### config.mk
export PLATFORM = sky130hd
export DESIGN_NAME = sobel_gradient
export DESIGN_NICKNAME = d
export VERILOG_FILES = /design/src/rtl/sobel_gradient.sv
export SDC_FILE = /design/constraint.sdc
export NUM_CORES = 1
export LEC_CHECK = 0
export ABC_AREA = 1
export CORE_AREA = 2 2 126 128
export DETAILED_ROUTE_END_ITERATION = 10
export DIE_AREA = 0 0 128 130
export SYNTH_ARGS = -nofsm -noshare
export SYNTH_HDL_FRONTEND = slang
export SYNTH_SLANG_ARGS = --single-unit
### constraint.sdc
create_clock -name clk -period 6.4 [get_ports clk]
set_input_delay 1.28 -clock clk [delete_from_list [all_inputs] [get_ports clk]]
set_output_delay 1.28 -clock clk [all_outputs]
set_load 0.005 [all_outputs]
### src/rtl/sobel_gradient.sv
// Streaming Sobel edge-magnitude stage: builds a 3x3 window from three line taps
// and emits a saturated |Gx|+|Gy| per input beat, masked at frame and line borders.
module sobel_gradient #(
    parameter int unsigned LINE_WIDTH   = 640,
    parameter int unsigned FRAME_HEIGHT = 480,
    parameter int unsigned DATA_WIDTH   = 6
) (
    input  logic                  clk,
    input  logic                  rst,
    input  logic                  data_valid,
    input  logic [DATA_WIDTH-1:0] top_in,
    input  logic [DATA_WIDTH-1:0] mid_in,
    input  logic [DATA_WIDTH-1:0] bot_in,
    output logic [DATA_WIDTH-1:0] grad_out,
    output logic                  grad_valid,
    output logic                  line_last
);

    localparam int unsigned CW = (LINE_WIDTH > 1) ? $clog2(LINE_WIDTH) : 1;
    localparam int unsigned RW = (FRAME_HEIGHT > 1) ? $clog2(FRAME_HEIGHT) : 1;
    localparam int unsigned SW = DATA_WIDTH + 4;

    localparam logic [CW-1:0] COL_LAST = CW'(LINE_WIDTH - 1);
    localparam logic [RW-1:0] ROW_LAST = RW'(FRAME_HEIGHT - 1);
    localparam logic [SW:0]   MAG_MAX  = (SW+1)'((2 ** DATA_WIDTH) - 1);

    logic [CW-1:0] col;
    logic [RW-1:0] row;

    logic [DATA_WIDTH-1:0] win [0:2][0:2];
    logic                  s1_valid;
    logic                  s1_mask;
    logic                  s1_last;

    logic signed [SW-1:0]  gx;
    logic signed [SW-1:0]  gy;
    logic                  s2_valid;
    logic                  s2_mask;
    logic                  s2_last;

    logic signed [SW-1:0]  gx_c;
    logic signed [SW-1:0]  gy_c;
    logic [SW-1:0]         abs_gx_c;
    logic [SW-1:0]         abs_gy_c;
    logic [SW:0]           mag_c;
    logic [DATA_WIDTH-1:0] sat_c;

    function automatic logic signed [SW-1:0] ext(input logic [DATA_WIDTH-1:0] v);
        return signed'({{(SW-DATA_WIDTH){1'b0}}, v});
    endfunction

    // Position of the current bot_in beat within the frame
    always_ff @(posedge clk or posedge rst) begin
        if (rst) begin
            col <= '0;
            row <= '0;
        end else if (data_valid) begin
            if (col == COL_LAST) begin
                col <= '0;
                row <= (row == ROW_LAST) ? '0 : row + RW'(1);
            end else begin
                col <= col + CW'(1);
            end
        end
    end

    // S1: window shift; column 2 is newest, row 0 is the top tap
    always_ff @(posedge clk or posedge rst) begin
        if (rst) begin
            for (int r = 0; r < 3; r++) begin
                for (int c = 0; c < 3; c++) begin
                    win[r][c] <= '0;
                end
            end
            s1_valid <= 1'b0;
            s1_mask  <= 1'b0;
            s1_last  <= 1'b0;
        end else begin
            s1_valid <= data_valid;
            if (data_valid) begin
                for (int r = 0; r < 3; r++) begin
                    win[r][0] <= win[r][1];
                    win[r][1] <= win[r][2];
                end
                win[0][2] <= top_in;
                win[1][2] <= mid_in;
                win[2][2] <= bot_in;
                s1_mask   <= (col < CW'(2)) || (row < RW'(2));
                s1_last   <= (col == COL_LAST);
            end
        end
    end

    assign gx_c = (ext(win[0][2]) + (ext(win[1][2]) <<< 1) + ext(win[2][2]))
                - (ext(win[0][0]) + (ext(win[1][0]) <<< 1) + ext(win[2][0]));
    assign gy_c = (ext(win[2][0]) + (ext(win[2][1]) <<< 1) + ext(win[2][2]))
                - (ext(win[0][0]) + (ext(win[0][1]) <<< 1) + ext(win[0][2]));

    // S2: signed gradients
    always_ff @(posedge clk or posedge rst) begin
        if (rst) begin
            gx       <= '0;
            gy       <= '0;
            s2_valid <= 1'b0;
            s2_mask  <= 1'b0;
            s2_last  <= 1'b0;
        end else begin
            s2_valid <= s1_valid;
            if (s1_valid) begin
                gx      <= gx_c;
                gy      <= gy_c;
                s2_mask <= s1_mask;
                s2_last <= s1_last;
            end
        end
    end

    assign abs_gx_c = gx[SW-1] ? $unsigned(-gx) : $unsigned(gx);
    assign abs_gy_c = gy[SW-1] ? $unsigned(-gy) : $unsigned(gy);
    assign mag_c    = {1'b0, abs_gx_c} + {1'b0, abs_gy_c};
    assign sat_c    = (mag_c > MAG_MAX) ? MAG_MAX[DATA_WIDTH-1:0] : mag_c[DATA_WIDTH-1:0];

    // S3: magnitude, saturation and border mask; grad_out holds across bubbles
    always_ff @(posedge clk or posedge rst) begin
        if (rst) begin
            grad_out   <= '0;
            grad_valid <= 1'b0;
            line_last  <= 1'b0;
        end else begin
            grad_valid <= s2_valid;
            line_last  <= s2_valid && s2_last;
            if (s2_valid) begin
                grad_out <= s2_mask ? '0 : sat_c;
            end
        end
    end

endmodule

==> summary.md <==
| Metric | Value |
|---|---|
| Status | `completed` |
| Synth Warn # | `0` |
| Clock Sink Count | `107` |
| Number of synthesized flops with an enable pin | `0` |
| Setup Skew | `7.60 ps` |
| Critical Path AT | `3830 ps` |
| Critical Path Sink Type | `register` |
| # setup viols final | `0` |
| Fill count | `1453` |
| DR WL/cell | `12.7 um` |
| Critical Path RT | `6600 ps` |
| H-tree depth | `3` |
| P_leak | `3.71 nW` |
| Total power | `0.00413 W` |
| Combinational Power Share | `61.5%` |
| Sequential power share | `23.6%` |
| Port bufs | `28` |
| Relative slew slack | `43.5%` |
| Setup TNS | `0 ps` |
| Detailed Place HPWL | `9500 um` |
| Sequential standard cell area | `2680 sq um` |
| Post-layout minimum cycle time | `3630 ps` |
| Vias | `4926` |
| Setup crit start | `win[38]` |
| CTS tree | `done` |
| Sw frac | `46.5%` |
| CTS Buf Count | `9` |
| Number of diodes | `0` |
| # DRC | `0` |
| Min Hold Slack | `412 ps` |
| Max-cap violations | `0` |
| FMAX | `276 MHz` |
| Post-CTS Hold Buffers | `0` |
| Cells after DPL | `980` |
| Synthesis-to-finish area growth | `11.8%` |
| Root Buffer | `clkbuf_16` |
| Post-synthesis cell count | `777` |
| Multi-input logic area | `3530 sq um` |
| Top_reg_cell synth | `dfrtp_1` |
| Placer Congestion | `0.817` |
| Full die area | `16600 sq um` |
| Post-CTS Setup Inserts | `0` |
| Worst hold path startpoint | `s2_valid` |
| Layout cell share with drive strength beyond 1 | `4.98%` |
| Startpoint Class | `register` |
| Post-route ant nets | `0` |
| Die height | `130 um` |
| Pwr dens | `551 nW/um^2` |
| DP Worst Slack | `2770 ps` |
| Worst setup margin | `2770 ps` |
| Worst Hold Class | `register to register` |
| Switching power | `0.00192 W` |
| Tot GR Track Use | `16.8%` |
| Largest net degree at the start of global routing | `88` |
| Core Region | `15400 sq um` |
| Post-CTS sizing | `0` |
| Std-Cell Rows | `46` |
| Vias in the first global route | `4872` |
| Final hold violation count | `0` |
| Avg Inst Size Synth | `8.63 sq um` |
| Pins over their slew limit | `0` |
| Clk buf depth | `2` |
| Post-synth ARST share | `100%` |
| Worst Max-Slew Pin Slew | `848 ps` |
| Fin crit share | `56.7%` |
| Iteration-0 DRC Markers | `134` |
| Vias per inst | `4.95` |
| RSZ-0062 raised after global routing | `no` |
| Drt total wl | `12600 um` |
| Syn Std Cell Area | `6710 sq um` |
| Post-synthesis sequential area ratio | `39.9%` |
| Clock power share | `14.9%` |
| Grt ovf | `0` |
| Antenna violations before repair | `0` |
| Clock latency on the worst-skew pair | `350 ps` |
| Clock transition at path regs | `70 ps` |
| TritonRoute pass-1 iters | `4` |
| Post-Syn Nets | `879` |
| Post-synth cell types | `42` |
| Final Non-Filler Cells | `996` |
| Starting Density | `43.5%` |
| Flops & latches, synth | `107` |
| Crit-path max FO | `3` |
| Reg-to-Reg Start | `win[38]` |
| Worst setup path class | `register to register` |
| First-pass GRT wire length | `22400 um` |
| Worst ir drop on vdd | `0.273 mV` |
| I/O pins | `29` |
| Die Wd | `128 um` |
| Pint | `0.00221 W` |
| Fin nets | `901` |
through the flow:
step | utilization [%] | cell area [sq um]
floorplan | - | 6710
global placement | 46.4 | 7160
detailed placement | 46.4 | 7160
CTS | 48.6 | 7490
global route | 48.6 | 7490
finish | 48.6 | 7490
cells in the mapped netlist (9+ instances only):
master | count | area [sq um]
xnor2_1 | 9 | 78.8
o21ai_0 | 63 | 315
xor2_1 | 13 | 114
clkbuf_1 | 15 | 56.3
nand3_1 | 24 | 120
dfrtp_1 | 107 | 2680
nand2_1 | 240 | 901
inv_1 | 107 | 402
nand4_1 | 12 | 75.1
nor2_1 | 36 | 135
ha_1 | 34 | 425
a21oi_1 | 22 | 110
fa_1 | 47 | 941
logic make-up after synthesis:
kind of cell	Yosys count	synth area share, %
AO/OA/AOI/OAI	94	7.28
AND/OR/NAND/NOR	344	22.2
XOR/XNOR	22	2.87
buffers and inverters	129	7.39
flip-flops	107	39.9
adder cells (fa/ha/maj)	81	20.4
final cells by class:
type                            instances  share of cell area (%)
Sequential cell                       107                    35.7
Multi-Input combinational cell        541                    47.1
Timing Repair Buffer                   30                    3.87
Tap cell                              192                    3.21
Clock inverter                          6                    1.29
Inverter                              110                    5.58
Clock buffer                           10                    3.19
layout by cell type (no fill, tap or decap), types with 2 or more instances in the layout:
cell             instances
nand2_1                240
or2_2                    4
nor4_1                   5
bufinv_16                2
buf_4                    2
o22ai_1                  3
dfrtp_1                107
nor2_4                   3
xnor2_1                  9
nor2_2                   2
nand2_4                  2
xor2_1                  13
nor3_1                   5
inv_1                  106
clkdlybuf4s50_1         27
nor2_1                  36
fa_1                    47
ha_1                    34
nand4_1                 12
inv_4                    2
o21ai_0                 63
nand3_1                 24
inv_2                    2
clkbuf_16                9
a21oi_1                 22
flip-flops by register name, indices dropped and copies added (netlist names):
signal,flops
line_last,1
grad_out,6
gy,10
s2_last,1
s1_mask,1
win,54
gx,10
s2_mask,1
col,10
s2_valid,1
grad_valid,1
s1_valid,1
row,9
s1_last,1
critical path, stage by stage, from the launching register on:
cell	delay (ps)
dfrtp_1	380
inv_1	90
fa_1	510
fa_1	520
fa_1	570
inv_1	60
fa_1	410
inv_1	90
nand3_1	70
nand2_1	90
nand2_1	70
nand2_1	70
a21oi_1	70
or2_2	290
nand3_1	80
o21ai_0	100
layer usage:
| metal | vias to the layer above | GRT usage, % | share of wire, % |
|---|---|---|---|
| met5 | - | 0 | 0 |
| met2 | 61 | 26.8 | 45 |
| met3 | 14 | 3.03 | 3.3 |
| met1 | 2369 | 23.7 | 50 |
| met4 | 0 | 4.98 | 1.4 |
| li1 | 2482 | - | - |
worst paths after layout:
path / slack [ps] / cells after the start / to
max: 2770 / 15 / gy[7]
min: 410 / 0 / grad_valid
max reg2reg: 2770 / 15 / gy[7]
min reg2reg: 410 / 0 / grad_valid
max in group asynchronous: 3820 / 3 / row[7]
min in group asynchronous: 1350 / 2 / win[53]
power by group through the flow:
stage          combinational [W]  clock (W)  sequential, W
6_report                 0.00254   0.000614       0.000974
3_3_place_gp             0.00251          0       0.000978
2_1_floorplan            0.00202          0       0.000947
4_1_cts                  0.00257   0.000632       0.000974
3_5_place_dp             0.00255          0       0.000986
5_1_grt                  0.00299   0.000662       0.000999
(Power assumes the default switching activity.)
